==> src/rtl/data_transmitter_fifo_pkg.sv <==
// Shared helpers for the data transmitter: clog2, default credit rule
// and the never-happens check macro used for credit overflow/underflow.
`ifndef DATA_TRANSMITTER_FIFO_PKG_SV
`define DATA_TRANSMITTER_FIFO_PKG_SV

`define DTF_NEVER(lbl, cond, msg) \
  lbl: assert property ( \
    @(posedge clk) disable iff (!reset) !(cond)) \
    else begin $error(msg); $finish; end

package data_transmitter_fifo_pkg;

  function automatic int clog2(input int v);
    int r;
    r = 0;
    while ((1 << r) < v) r++;
    return r;
  endfunction

  // Receiver buffer must hold every result still in the FU pipe
  // plus the one being handed over.
  function automatic int default_credits(input int latency);
    return latency + 1;
  endfunction

endpackage

`endif

==> src/rtl/fwft_fifo.sv <==
// First-word-fall-through FIFO: q shows the head whenever !empty.
// Depth need not be a power of two; pointers wrap explicitly.
module fwft_fifo #(
  parameter int width   = 32,
  parameter int depth   = 4,
  parameter int widthad = 2,
  parameter bit clken   = 1'b1
) (
  input  logic             clk,
  input  logic             reset,
  input  logic             wrreq,
  input  logic [width-1:0] data,
  input  logic             rdreq,
  output logic [width-1:0] q,
  output logic             empty,
  output logic             full
);

  logic [width-1:0]   mem [depth];
  logic [widthad-1:0] rd_ptr;
  logic [widthad-1:0] wr_ptr;
  logic [widthad:0]   count;
  logic               do_wr;
  logic               do_rd;

  localparam logic [widthad-1:0] LAST = widthad'(depth - 1);
  localparam logic [widthad:0]   FULL = (widthad + 1)'(depth);

  function automatic logic [widthad-1:0] nxt(
    input logic [widthad-1:0] p
  );
    return (p == LAST) ? '0 : p + 1'b1;
  endfunction

  assign empty = (count == '0);
  assign full  = (count == FULL);
  assign do_wr = clken & wrreq & ~full;
  assign do_rd = clken & rdreq & ~empty;
  assign q     = mem[rd_ptr];

  always_ff @(posedge clk or negedge reset) begin
    if (!reset) begin
      rd_ptr <= '0;
      wr_ptr <= '0;
      count  <= '0;
    end else begin
      if (do_wr) wr_ptr <= nxt(wr_ptr);
      if (do_rd) rd_ptr <= nxt(rd_ptr);
      unique case ({do_wr, do_rd})
        2'b10:   count <= count + 1'b1;
        2'b01:   count <= count - 1'b1;
        default: count <= count;
      endcase
    end
  end

  always_ff @(posedge clk) begin
    if (do_wr) mem[wr_ptr] <= data;
  end

endmodule

==> src/rtl/data_transmitter_fifo.sv <==
// Request FIFO + credit-gated issue to a fixed-latency FU.
// Define DATA_TRANSMITTER_BYPASS_EN for same-cycle issue when empty.
module data_transmitter_fifo
  import data_transmitter_fifo_pkg::*;
#(
  parameter int latency    = 1,
  parameter int data_width = 32,
  parameter int fifo_depth = 4,
  parameter int credit_max = default_credits(latency)
) (
  input  logic                            clk,
  input  logic                            reset,
  input  logic                            user_valid,
  input  logic [data_width-1:0]           user_data,
  output logic                            user_ready,
  input  logic                            fu_ready,
  output logic                            op_start,
  output logic [data_width-1:0]           data_out,
  input  logic                            ret_consume,
  output logic [clog2(credit_max+1)-1:0]  credits,
  output logic                            busy
);

  localparam int CW = clog2(credit_max + 1);
  localparam int AW = clog2(fifo_depth);
  localparam logic [CW-1:0] CMAX = CW'(credit_max);

  logic [data_width-1:0] head;
  logic                  empty;
  logic                  full;
  logic                  have_credit;
  logic                  bypass;
  logic                  push;
  logic                  pop;

  assign have_credit = (credits != '0);
  assign user_ready  = reset & ~full;

`ifdef DATA_TRANSMITTER_BYPASS_EN
  assign bypass = reset & empty & user_valid
                & fu_ready & have_credit;
`else
  assign bypass = 1'b0;
`endif

  assign pop      = reset & ~empty & fu_ready & have_credit;
  assign op_start = pop | bypass;
  assign push     = user_valid & user_ready & ~bypass;

  always_comb begin
    data_out = '0;
    if (!empty)
      data_out = head;
`ifdef DATA_TRANSMITTER_BYPASS_EN
    else if (bypass)
      data_out = user_data;
`endif
  end

  fwft_fifo #(
    .width   (data_width),
    .depth   (fifo_depth),
    .widthad (AW),
    .clken   (1'b1)
  ) u_fifo (
    .clk   (clk),
    .reset (reset),
    .wrreq (push),
    .data  (user_data),
    .rdreq (pop),
    .q     (head),
    .empty (empty),
    .full  (full)
  );

  // Saturating count; issue and return in one cycle cancel.
  always_ff @(posedge clk or negedge reset) begin
    if (!reset) begin
      credits <= CMAX;
    end else begin
      unique case (1'b1)
        (op_start & ~ret_consume & have_credit):
          credits <= credits - 1'b1;
        (ret_consume & ~op_start & (credits != CMAX)):
          credits <= credits + 1'b1;
        default:
          credits <= credits;
      endcase
    end
  end

  assign busy = ~empty | (credits != CMAX);

`ifndef SYNTHESIS
  `DTF_NEVER(a_credit_ovf, ret_consume && credits == CMAX,
             "ret_consume with no credit outstanding")
  `DTF_NEVER(a_credit_unf, op_start && credits == '0,
             "op_start with zero credits")
`endif

endmodule

==> config.mk <==
export PLATFORM = sky130hd
export DESIGN_NAME = data_transmitter_fifo
export DESIGN_NICKNAME = d
export VERILOG_FILES = /design/src/rtl/data_transmitter_fifo_pkg.sv /design/src/rtl/fwft_fifo.sv /design/src/rtl/data_transmitter_fifo.sv
export SDC_FILE = /design/constraint.sdc
export NUM_CORES = 1
export LEC_CHECK = 0
export ABC_AREA = 1
export CAP_MARGIN = 10
export CORE_ASPECT_RATIO = 1.4
export CORE_UTILIZATION = 40
export DETAILED_ROUTE_END_ITERATION = 12
export SYNTH_ARGS = -nofsm -noshare
export SYNTH_HDL_FRONTEND = slang
export SYNTH_SLANG_ARGS = --single-unit
==> constraint.sdc <==
create_clock -name clk -period 4.46 [get_ports clk]
set_clock_uncertainty 0.15 [all_clocks]
set_input_delay 0.446 -clock clk [delete_from_list [all_inputs] [get_ports clk]]
set_output_delay 0.446 -clock clk [all_outputs]
set_load 0.01 [all_outputs]
==> impl_metrics.toml <==
[status]
status = "complete, no violations"

[worst_setup_path]
cp-end-kind = "output pin"
worstPathRequired_ns = 3.86
crit_arrival_ns = 2.69
path_cells = "inv_2 > o21ai_0 > a21oi_1 > clkdlybuf4s50_1"
cpMaxStageDelayCell = "inv_2"
critPathLaunchType = "flop"
crit_start = "u_fifo.rd_ptr[0]"
cp_max_fo = 65
critPathKind = "reg2out"
r2r_start = "u_fifo.count[0]"
cpPeakStageDelay_ns = 0.71

[power_and_ir_drop]
pwr-share-clk_pct = 29.2
p_sw_mw = 1.54
power_leakage_nw = 2.48
worst_ir_drop_vdd_v = 0.000341
swShare_pct = 32.0
internal_power_mw = 3.27
p_per_area_nw_per_um2 = 684
sequentialPowerShare_pct = 34.0
p_comb_share_pct = 36.8

[floorplan]
io_pins = 74
die_area_um2 = 14400
start_util_pct = 41.3
fp.dieW_um = 102
die_h_um = 141
num_rows = 50
core_um2 = 13500

[finish]
n_antenna_cell = 0
nets = 575
final_core_util_pct = 52.4
area_growth_pct = 26.9
drive_gt1_share_pct = 7.72

[yosys]
synth_nets = 498
avgSynthCellArea_um2 = 12.2
ys_ff_latch = 137
yosysWarnings = 0
syn_area_um2 = 5550
synthCells = 454
yosysSeqAreaShare_pct = 73.3
ys_types = 21

[sta]
finalMaxSlewViolations = 0
rsz0062_at_grt = "no"
finalSetupTns_ns = 0
clock.fmax_ghz = 0.304
finalSetupViolCount = 0
worst_slack_ns = 1.17
finalHoldViolations = 0
period_share_pct = 73.7
relSlewSlack_pct = 31.1
min_period_ns = 3.29
worst_pin_slew_ns = 1.03

[clock_network]
htree_levels = 4
cts_tree = "done"
clk_path_buf_depth = 2
postCtsSetupRepairBufs = 0
cts_made_buffers = 17
ctsResizeCount = 0
clkSlewWorstSetupHoldPaths_ns = 0.06
cts_hold_buffers = 0
cts_sinks = 137
cts_root_buf = "clkbuf_16"
clkLatencyLatePin_ns = 0.41

[run]
maxCapViolCount = 0

[hold_path]
min_path_type = "in2async"

[global_route]
grt_max_degree = 67
grtUsageTotal_pct = 17.4
grt.overflow.total = 0
antenna_found_initial = 0
grt_pass1_wl_mm = 18.3
grt_pass1_vias = 3520

[drt]
drt_iter0_drc = 182
top_layer = "met4"
routed_wl_mm = 11.6
drc = 0
via_per_inst = 4.91
wl_met2_mm = 6.13
wl_per_cell_um = 16.0
detail-route-antenna-nets = 0
met3_length_um = 433
m1WireLength_mm = 4.86
dr_total_vias = 3562
dr.pass1.iters = 4

[placement]
dp_slack_ns = 1.31
io_buffers = 73
hpwl_mm = 6.99
gp_congestion = 0.757
[worst max-delay path, delay by kind of cell (launching register included)]
kind | cells | cell delay, ns
buf+inv | 2 | 1.27
compound gates | 2 | 0.55
flops | 1 | 0.41
[power by group through the flow]
stage | Combinational [mW] | Sequential [mW] | Clock (mW)
2_1_floorplan | 1.03 | 1.65 | 0
3_3_place_gp | 1.77 | 1.66 | 0
3_5_place_dp | 1.79 | 1.66 | 0
4_1_cts | 1.80 | 1.64 | 1.43
5_1_grt | 1.96 | 1.65 | 1.49
6_report | 1.77 | 1.64 | 1.41
[layout make-up]
cell class	instances	area (µm²)
Tap cell	182	228
Fill cell	1166	6410
Clock buffer	20	437
Clock inverter	12	155
Timing Repair Buffer	82	798
Sequential cell	137	4070
Multi-Input combinational cell	274	1280
Inverter	19	71.3
[synthesized netlist by cell type]
cell	n	area share (%)
buf_6	6	1.2
clkbuf_1	5	0.34
buf_2	9	0.81
nand3_1	6	0.54
nand2_1	18	1.2
inv_2	1	0.068
ha_1	6	1.4
buf_4	2	0.27
dfstp_2	1	0.47
a21oi_1	34	3.1
o21ai_0	36	3.2
inv_1	18	1.2
o21ai_1	33	3.0
clkbuf_2	2	0.18
fa_1	1	0.36
edfxtp_1	128	69
nor2_1	137	9.3
a21boi_2	1	0.20
xnor2_1	1	0.16
xor2_1	1	0.16
dfrtp_1	8	3.6
[logic make-up (layout without fill, tap and decap cells)]
kind of cell / after synthesis / count (layout) / share of synthesized area [%]
xor+xnor: 2 / 2 / 0.316
buf+inv: 43 / 133 / 4.10
fa+ha+maj: 7 / 7 / 1.71
flops: 137 / 137 / 73.3
compound gates: 104 / 104 / 9.49
simple gates: 161 / 161 / 11.0
[per-layer routing]
| layer | GRT usage [%] | vias to the layer above |
|---|---|---|
| met5 | 0 | - |
| met4 | 8.47 | 0 |
| met3 | 4.43 | 13 |
| met2 | 29.2 | 77 |
| met1 | 20.7 | 1740 |
| li1 | - | 1732 |
[sequential cells by signal (all words and copies together), names as in the netlist]
register / count
credits: 2
u_fifo.count: 3
u_fifo.mem: 128
u_fifo.rd_ptr: 2
u_fifo.wr_ptr: 2
[layout by cell type (no fill, tap or decap)]
master	Yosys	final
a21boi_2	1	1
a21oi_1	34	34
buf_4	2	9
bufinv_16	0	4
clkbuf_1	5	3
clkbuf_16	0	17
clkdlybuf4s50_1	0	73
clkinv_1	0	4
clkinv_2	0	4
dfrtp_1	8	7
dfrtp_2	0	1
dfstp_2	1	1
edfxtp_1	128	128
fa_1	1	1
ha_1	6	6
inv_1	18	18
inv_2	1	1
nand2_1	18	18
nand3_1	6	6
nor2_1	137	133
nor2_4	0	4
o21ai_0	36	36
o21ai_1	33	33
xnor2_1	1	1
xor2_1	1	1
[through the flow]
step	power, mW	instance area [µm²]	instances	hold WS, ns
finish	4.81	7040	726	0.173
global placement	3.43	6450	694	0.341
detailed placement	3.45	6450	694	0.348
global route	5.11	7040	726	0.171
CTS	4.87	7040	726	0.164
floorplan	2.69	5550	454	0.000409
[worst paths after layout]
path / cells after the start / endpoint / slack (ns)
max in group asynchronous: 2 / credits[1] / 3.77
min: 2 / u_fifo.wr_ptr[1] / 0.17
min reg2reg: 2 / u_fifo.count[1] / 0.36
max: 4 / data_out[4] / 1.17
min in group clk: 2 / u_fifo.count[1] / 0.36
max reg2reg: 9 / u_fifo.count[2] / 2.01
No activity file was read; power rests on OpenSTA's default activity.
